==> src/rtl/f_pc_if.sv <==
// Fetch-stage control inputs and F/D-register outputs of the PC generator.
// The master side is the PC unit; the slave side is whoever drives control and consumes the fetch.
interface f_pc_if;
    logic        en;
    logic        req;
    logic        eret;
    logic [31:0] epc;
    logic        d_is_branch;
    logic        d_br_taken;
    logic [31:0] d_br_target;
    logic [31:0] f_pc;
    logic [31:0] i_addr;
    logic        i_rd_en;
    logic        f_bd;
    logic [4:0]  f_exccode;
    logic [31:0] fetch_cnt;

    modport master (
        input  en, req, eret, epc, d_is_branch, d_br_taken, d_br_target,
        output f_pc, i_addr, i_rd_en, f_bd, f_exccode, fetch_cnt
    );

    modport slave (
        output en, req, eret, epc, d_is_branch, d_br_taken, d_br_target,
        input  f_pc, i_addr, i_rd_en, f_bd, f_exccode, fetch_cnt
    );
endinterface

==> src/rtl/f_pc_unit.sv <==
// Fetch PC generator: picks vector / epc / branch target / pending target / pc+4 each cycle.
// Latency: redirects land one cycle after the qualifying edge; i_addr is f_pc with no bypass.
// Backpressure: en=0 holds the PC and parks a branch redirect until fetch resumes; req overrides.
module f_pc_unit #(
    parameter logic [31:0] RESET_PC   = 32'h0000_3000,
    parameter logic [31:0] EXC_VECTOR = 32'h0000_4180,
    parameter logic [31:0] IMEM_BASE  = 32'h0000_3000,
    parameter logic [31:0] IMEM_LIMIT = 32'h0000_6FFC,
    parameter logic [4:0]  EXC_ADEL   = 5'd4
) (
    input  logic   clk,
    input  logic   reset,
    f_pc_if.master pc_bus
);

    typedef enum logic {
        IDLE = 1'b0,
        PEND = 1'b1
    } pend_state_t;

    pend_state_t state_q, state_d;
    logic [31:0] f_pc_q, f_pc_d;
    logic [31:0] pend_tgt_q, pend_tgt_d;
    logic [31:0] fetch_cnt_q, fetch_cnt_d;
    logic        fetch_acc;
    logic        addr_bad;

    always_ff @(posedge clk) begin
        if (reset) begin
            state_q     <= IDLE;
            f_pc_q      <= RESET_PC;
            pend_tgt_q  <= 32'h0;
            fetch_cnt_q <= 32'h0;
        end else begin
            state_q     <= state_d;
            f_pc_q      <= f_pc_d;
            pend_tgt_q  <= pend_tgt_d;
            fetch_cnt_q <= fetch_cnt_d;
        end
    end

    // Priority order: exception entry, stall, eret, live redirect, parked redirect, sequential.
    always_comb begin
        state_d    = state_q;
        f_pc_d     = f_pc_q;
        pend_tgt_d = pend_tgt_q;
        if (pc_bus.req) begin
            f_pc_d  = EXC_VECTOR;
            state_d = IDLE;
        end else if (!pc_bus.en) begin
            if (pc_bus.d_br_taken) begin
                state_d    = PEND;
                pend_tgt_d = pc_bus.d_br_target;
            end
        end else if (pc_bus.eret) begin
            f_pc_d  = pc_bus.epc;
            state_d = IDLE;
        end else if (pc_bus.d_br_taken) begin
            f_pc_d  = pc_bus.d_br_target;
            state_d = IDLE;
        end else if (state_q == PEND) begin
            f_pc_d  = pend_tgt_q;
            state_d = IDLE;
        end else begin
            f_pc_d = f_pc_q + 32'd4;
        end
    end

    assign fetch_acc   = pc_bus.en & ~pc_bus.req;
    assign fetch_cnt_d = fetch_acc ? fetch_cnt_q + 32'd1 : fetch_cnt_q;

    // Bad fetches are only flagged here; sequencing carries on until CP0 raises req.
    assign addr_bad = (f_pc_q[1:0] != 2'b00) || (f_pc_q < IMEM_BASE) || (f_pc_q > IMEM_LIMIT);

    assign pc_bus.f_pc      = f_pc_q;
    assign pc_bus.i_addr    = f_pc_q;
    assign pc_bus.f_exccode = addr_bad ? EXC_ADEL : 5'd0;
    assign pc_bus.i_rd_en   = ~addr_bad;
    assign pc_bus.f_bd      = pc_bus.d_is_branch & ~pc_bus.req;
    assign pc_bus.fetch_cnt = fetch_cnt_q;

endmodule

==> src/flat_wrapper.sv <==
// flat-port wrapper written by rule: the top's interface ports become plain ports
module f_pc_unit_flat 
#(
    parameter logic [31:0] RESET_PC   = 32'h0000_3000,
    parameter logic [31:0] EXC_VECTOR = 32'h0000_4180,
    parameter logic [31:0] IMEM_BASE  = 32'h0000_3000,
    parameter logic [31:0] IMEM_LIMIT = 32'h0000_6FFC,
    parameter logic [4:0]  EXC_ADEL   = 5'd4
)
  (clk, reset, pc_bus_en, pc_bus_req, pc_bus_eret, pc_bus_epc, pc_bus_d_is_branch, pc_bus_d_br_taken, pc_bus_d_br_target, pc_bus_f_pc, pc_bus_i_addr, pc_bus_i_rd_en, pc_bus_f_bd, pc_bus_f_exccode, pc_bus_fetch_cnt);
  f_pc_if pc_bus_i ();
  input  logic clk;
  input  logic reset;
  input wire logic [$bits(pc_bus_i.en)-1:0] pc_bus_en;
  input wire logic [$bits(pc_bus_i.req)-1:0] pc_bus_req;
  input wire logic [$bits(pc_bus_i.eret)-1:0] pc_bus_eret;
  input wire logic [$bits(pc_bus_i.epc)-1:0] pc_bus_epc;
  input wire logic [$bits(pc_bus_i.d_is_branch)-1:0] pc_bus_d_is_branch;
  input wire logic [$bits(pc_bus_i.d_br_taken)-1:0] pc_bus_d_br_taken;
  input wire logic [$bits(pc_bus_i.d_br_target)-1:0] pc_bus_d_br_target;
  output wire logic [$bits(pc_bus_i.f_pc)-1:0] pc_bus_f_pc;
  output wire logic [$bits(pc_bus_i.i_addr)-1:0] pc_bus_i_addr;
  output wire logic [$bits(pc_bus_i.i_rd_en)-1:0] pc_bus_i_rd_en;
  output wire logic [$bits(pc_bus_i.f_bd)-1:0] pc_bus_f_bd;
  output wire logic [$bits(pc_bus_i.f_exccode)-1:0] pc_bus_f_exccode;
  output wire logic [$bits(pc_bus_i.fetch_cnt)-1:0] pc_bus_fetch_cnt;
  assign pc_bus_i.en = pc_bus_en;
  assign pc_bus_i.req = pc_bus_req;
  assign pc_bus_i.eret = pc_bus_eret;
  assign pc_bus_i.epc = pc_bus_epc;
  assign pc_bus_i.d_is_branch = pc_bus_d_is_branch;
  assign pc_bus_i.d_br_taken = pc_bus_d_br_taken;
  assign pc_bus_i.d_br_target = pc_bus_d_br_target;
  assign pc_bus_f_pc = pc_bus_i.f_pc;
  assign pc_bus_i_addr = pc_bus_i.i_addr;
  assign pc_bus_i_rd_en = pc_bus_i.i_rd_en;
  assign pc_bus_f_bd = pc_bus_i.f_bd;
  assign pc_bus_f_exccode = pc_bus_i.f_exccode;
  assign pc_bus_fetch_cnt = pc_bus_i.fetch_cnt;
  f_pc_unit #(.RESET_PC(RESET_PC), .EXC_VECTOR(EXC_VECTOR), .IMEM_BASE(IMEM_BASE), .IMEM_LIMIT(IMEM_LIMIT), .EXC_ADEL(EXC_ADEL)) u_core (.clk(clk), .reset(reset), .pc_bus(pc_bus_i));
endmodule
==> config.mk <==
export PLATFORM = sky130hd
export DESIGN_NAME = f_pc_unit_flat
export DESIGN_NICKNAME = d
export VERILOG_FILES = /design/src/rtl/f_pc_if.sv /design/src/rtl/f_pc_unit.sv /design/src/flat_wrapper.sv
export SDC_FILE = /design/constraint.sdc
export NUM_CORES = 1
export LEC_CHECK = 0
export ABC_AREA = 1
export CAP_MARGIN = 20
export CELL_PAD_IN_SITES_DETAIL_PLACEMENT = 1
export CELL_PAD_IN_SITES_GLOBAL_PLACEMENT = 1
export CORE_UTILIZATION = 25
export DETAILED_ROUTE_END_ITERATION = 6
export GPL_ROUTABILITY_DRIVEN = 0
export PLACE_DENSITY_LB_ADDON = 0.1
export SYNTH_ARGS = -nofsm -noshare
export SYNTH_HDL_FRONTEND = slang
export SYNTH_SLANG_ARGS = --single-unit
==> constraint.sdc <==
create_clock -name clk -period 1.7 [get_ports clk]
set_clock_uncertainty 0.2 [all_clocks]
set_input_delay 0.425 -clock clk [delete_from_list [all_inputs] [get_ports clk]]
set_output_delay 0.425 -clock clk [all_outputs]
set_load 0.05 [all_outputs]
==> results.md, run 1 <==
- Count of final hold-check violations: 0
- Die X: between 150 and 200 um
- CTS tree: done
- Initial Utilization: 0.254
- Worst Setup Start Kind: flip-flop
- Main combinational cell family by area after synthesis: simple AND/OR/NAND/NOR gates
- Total track usage: 0.221
- Hold WC Path Type: flip-flop to flip-flop
- H-tree Lvls: 3
- Fill cells: ~2.8k
- Data arrival, critical path: 1620 ps
- Status: finished, violations left
- WL met1: ~14000 um
- Power per cell area: about 520 mW/mm^2
- Met2 wire length: ~12000 um
- Peak supply drop: 0.000423 V
- First-pass GRT wire length: approximately 40000 um
- Post-Syn Instances: about 950
- Final Util: 0.517
- Dpl cells: 1561
- Cell Int Power: 4.20 mW
- Top_reg_cell synth: dfxtp_1
- Asr flop ratio synth: 0
- Commonest non-fill, non-tap cells in the layout: nand2_1, buf_4, nor2_1
- Number of DRC markers in iteration 0: 304
- CP required: 1070 ps
- Post-layout nets: 1367
- Leakage: 4.99 nW
- CTS Hold Buffers Added: 0
- Num CTS Buffers: 9
- Mapped Area: roughly 0.006 mm^2
- Failing checks: negative setup slack
- Crit Path Max Fanout: 2
- Area leader, netlist: dfxtp_1
- DRC viols: 0
- Commonest non-fill, non-tap cell in the layout: nand2_1
- Syn. warnings: 0
- Logic pwr share: 0.280
- Clock tree buffer depth: 2
- Vias in the first global route: about 7.3k
- ANT nets after route: 0
- Largest cells by area after synthesis: dfxtp_1, nand2_1, nor2_1, o21ai_0, inv_1
- Synth Area in Adders: 0.00421
- Flop-to-flop setup slack: -170 ps
- Flops & latches, synth: 97
- Die height: roughly 160 um
- Syn Area/Cell: 6.28 um^2
- Crit Path Class: flip-flop to primary output
- CTS root buf: clkbuf_16
- Total grt overflow: 0
- Reg power frac: 0.377
- Pre-Repair DR Iteration Count: 4
- Clk sink count: just under 100
- Seq/Total Area, Yosys: 0.326
- Switching share of power: 0.334
- Vias per cell: approximately 4.7
- XOR/XNOR Fraction of Synth Area: 0.0177
- Share of Yosys cell area claimed by the top area cell type: 0.326
- Largest net degree at the start of global routing: 30
- MaxCap Viol Count: 0
- Boundary Pins: roughly 170
- DR vias: between 7k and 8k
- Layout cells sized above 1: 0.470
- Top Layer Used: met4
- DP HPWL: roughly 21000 um
- Slew Viols, Final: 0
- Compound-Gate Fraction of Synth Area: 0.159
- Clk slew on worst S/H paths: about 80 ps
- Core Box Area: about 0.023 mm^2
- Final worst path period need: around 2200 ps
- Final cell count without fillers: approximately 1.6k
- Die ar.: around 0.024 mm^2
- F_max: approximately 450 MHz
- Switching power: 2.11 mW
- EDFF count, synth: 0
- Tcrit/Tclk final: 1.32
- CP endpoint kind: primary output
- Tot Pwr: ~6.3 mW
- Simple logic cell fraction of the synthesized area: 0.373
- Clk_lat worst skew: roughly 360 ps
- RSZ-0062 raised after global routing: true
- Post-synth cell types: 37
- DRT Wirelength: 27300 um
- Clock power frac: 0.342
- Row count: 56
- Mux cell area share after synthesis: 0
- Finish-stage setup viols: 34
- WL met3: about 840 um
- Diodes inserted: 0
- Setup WS post-layout: -542 ps
- Port Buf Inserts: 169
- Initial antenna violation count: 0
- Synth-to-Final Area Change: 103%
- WL/cell: 16.9 um
[cells by family after synthesis]
group                      after synthesis
DFF                                     97
xor gates and xnor gates                12
and+or+nand+nor                        518
adders and majority gates                2
other                                    1
buffers and inverters                  150
AOI/OAI and AO/OA                      167
[path summary, 6_finish.rpt]
path                               start                      to  cells after the start
setup / recovery  u_core.pc_bus.f_pc[29]     pc_bus_f_exccode[2]                      6
hold reg to reg    u_core.pend_tgt_q[29]   u_core.pend_tgt_q[29]                      2
hold / removal     u_core.pend_tgt_q[29]   u_core.pend_tgt_q[29]                      2
setup reg to reg  u_core.pc_bus.f_pc[22]  u_core.pc_bus.f_pc[28]                     10
[metal layers]
metal | up-vias | global-route usage
met4 | 0 | 0.0434
met1 | 3644 | 0.333
li1 | 3745 | -
met3 | 10 | 0.0205
met2 | 146 | 0.337
met5 | - | 0
[power groups by stage]
stage	clock network [mW]	registers, mW	logic (mW)
after global routing	2.29	2.39	1.88
after detailed placement	0	2.42	1.59
final	2.16	2.38	1.77
after global placement	0	2.42	1.58
after CTS	2.20	2.38	1.68
after floorplan	0	2.57	0.577
[area by class of cell]
class | instances | area, um^2 | share of cell area
well taps | 319 | 399 | 0.0330
clock buffers | 9 | 225 | 0.0186
clock inverters | 7 | 68.8 | 0.00569
repair buffers | 401 | 4720 | 0.390
multi-input cells | 703 | 4240 | 0.350
flip-flops and latches | 97 | 2120 | 0.175
inverters | 82 | 324 | 0.0268
[worst max-delay path, cell delays in order (launching register included)]
cell and delay [ps]:
dfxtp_4 360, inv_4 50, nand4_1 170, nor4_2 230
and3_4 270, inv_2 40, buf_6 140
[registers in the layout (all words and copies together), names as in the netlist, named ones only]
| register | cells |
|---|---|
| u_core.pend_tgt_q | 32 |
| u_core.pc_bus.f_pc | 30 |
| u_core.pc_bus.fetch_cnt | 32 |
| u_core.state_q | 1 |
[Yosys cell counts, types with 9 or more instances]
master	number
a21oi_1	50
a221oi_1	18
buf_2	9
buf_4	37
clkbuf_1	18
dfxtp_1	97
inv_1	77
nand2_1	240
nand3_1	31
nand4_1	12
nor2_1	183
nor3_1	14
o21ai_0	75
[repair_timing]
item                       in CTS  in global routing
gates resized for setup       130                196
pin swaps                      50                 92
buffers inserted               23                 28
setup endpoints to repair      94                100
[per-stage QoR]
step                      setup WS, ps  cell area, um^2  setup TNS (ps)  hold WS, ps
after CTS                         -545            11300           -2020          254
after global routing              -566            12100           -6150          267
after floorplan                   -199             6200            -312          224
after global placement            -802            10400          -48440          229
after detailed placement          -839            10400          -51490          238
final                             -542            12100           -3110          250
(Power assumes the default switching activity.)
==> run 2, diff against run 1 <==
- CORE_UTILIZATION: 25 -> 30
- SKIP_CTS_REPAIR_TIMING: default -> 1
==> results.md, run 2 (synthesis results as in run 1) <==
- Cell family with most CP delay: simple AND/OR/NAND/NOR gates
- Clock tree buffer depth: 2 (unchanged)
- M2 GR Usage: 0.458 (+0.121)
- Met1 GRT Util: 0.298 (-0.0341)
- Cell Chain, Critical Path: inv_1 > nand4_1 > nor4_2 > buf_4 > and3_4 > inv_1 > buf_6
- DRC viols: 0 (unchanged)
- Initial Utilization: 0.306 (+0.0515)
- Diodes inserted: 0 (unchanged)
- Die ar.: 0.0204 mm^2 (-16%)
- Port Buf Inserts: 169 (unchanged)
- DRT Wirelength: 26700 um (-2.2%)
- Leakage: 4.69 nW (-6.0%)
- Total grt overflow: 0 (unchanged)
- Peak supply drop: 0.000510 V (+21%)
- RSZ-0062 raised after global routing: true
- Boundary Pins: 174 (unchanged)
- Crit path largest cell delay: 350 ps (about the same)
- Vias in the first global route: 7409 (+1.8%)
- Slew Viols, Final: 0 (unchanged)
- Total track usage: 0.250 (+0.0291)
- MaxCap Viol Count: 0 (unchanged)
- Post-layout nets: 1336 (-2.3%)
- Vias per cell: 4.90 (+5.1%)
- H-tree Lvls: 3 (unchanged)
- Final worst path period need: 2250 ps (+10.2 ps)
- Count of final hold-check violations: 0 (unchanged)
- WL/cell: 17.4 um (+3.2%)
- Row count: 51 (-8.9%)
- DP HPWL: 20200 um (-3.2%)
- Clk_lat worst skew: 360 ps (about the same)
- CP endpoint kind: primary output
- DR vias: 7515 (-0.40%)
- ANT nets after route: 0 (unchanged)
- Hold WC Path Type: flip-flop to flip-flop
- Dpl cells: 1489 (-4.6%)
- Num CTS Buffers: 9 (unchanged)
- CTS root buf: clkbuf_16
- Crit Path Class: flip-flop to primary output
- Clk sink count: 97 (unchanged)
- Largest net degree at the start of global routing: 35 (+17%)
- Number of DRC markers in iteration 0: 267 (-12%)
- CTS tree: done
- Layout cells sized above 1: 0.414 (-0.0563)
- Failing checks: negative setup slack
- Data arrival, critical path: 1630 ps (about the same)
- Crit Path Max Fanout: 2 (unchanged)
- Synth-to-Final Area Change: 90.3%
- Tot Pwr: 6.08 mW (-3.6%)
- Clk slew on worst S/H paths: 80 ps (about the same)
- Status: finished, violations left
- CP max-delay cell: dfxtp_4
- Die height: 143 um (-8.6%)
- Cell mode on critical path: inv_1
- Power per cell area: 537 mW/mm^2 (+3.0%)
- Initial antenna violation count: 2 (+2)
- Pre-Repair DR Iteration Count: 4 (unchanged)
- Hold Slack: 247 ps (-3.54 ps)
- Commonest non-fill, non-tap cells in the layout: nand2_1, buf_4, nor2_1
- F_max: 444 MHz (-0.45%)
- Most used routing layer: met2
- Final cell count without fillers: 1533 (-5.3%)
- Tcrit/Tclk final: 1.33 (+0.00598)
- Setup WS post-layout: -553 ps (-10.2 ps)
- First-pass GRT wire length: 38900 um (-5.2%)
- Flop-to-flop setup slack: -160 ps (about the same)
- Worst Setup Start Kind: flip-flop
- Met3 GRT Util: 0.0379 (+0.0174)
- Die X: 143 um (-8.6%)
- Buf/Inv on CP: 4 (+1)
- Finish-stage setup viols: 32 (-5.9%)
- Commonest non-fill, non-tap cell in the layout: nand2_1
- Core Box Area: 0.0195 mm^2 (-17%)
- CP required: 1070 ps (about the same)
-- run 2: stage by stage --
step / setup WS, ps / util / setup TNS [ps] / area (um^2)
floorplan: -199 / - / -312 / 6200
global placement: -619 / 0.522 / -44230 / 10200
detailed placement: -631 / 0.522 / -47530 / 10200
CTS: -733 / 0.536 / -13600 / 10400
global route: -598 / 0.582 / -7090 / 11300
finish: -553 / 0.582 / -3280 / 11300
-- run 2: layer usage --
layer / vias to the layer above / share of wire
met4: 0 / 0.014
li1: 3666 / -
met3: 29 / 0.036
met5: - / 0
met1: 3668 / 0.42
met2: 152 / 0.53
-- run 2: worst paths after layout --
check / from / endpoint / depth (start not counted)
worst max-delay path: u_core.pc_bus.f_pc[28] / pc_bus_f_exccode[2] / 7
worst min-delay path: u_core.pend_tgt_q[25] / u_core.pend_tgt_q[25] / 2
worst max register to register: u_core.pc_bus.f_pc[3] / u_core.pc_bus.f_pc[12] / 11
worst min register to register: u_core.pend_tgt_q[25] / u_core.pend_tgt_q[25] / 2
-- run 2: layout make-up --
| type | count | area, um^2 |
|---|---|---|
| flip-flops and latches | 97 | 2110 |
| multi-input cells | 703 | 3920 |
| well taps | 265 | 332 |
| repair buffers | 370 | 4370 |
| inverters | 82 | 315 |
| fillers | 2332 | 8140 |
| clock inverters | 5 | 28.8 |
| clock buffers | 11 | 243 |
-- run 2: tightest hold or removal path, delay by kind of cell, from the launching register on --
family	cells	cell delay (ps)
DFF	1	300
AOI/OAI and AO/OA	1	50
buffers and inverters	1	50
-- run 2: report_power, final --
| group | internal, mW | leakage [nW] | total, mW | switching [mW] |
|---|---|---|---|---|
| registers | 2.32 | 0.828 | 2.38 | 0.0610 |
| logic | 0.785 | 3.72 | 1.67 | 0.885 |
| clock network | 1.03 | 0.135 | 2.03 | 0.997 |
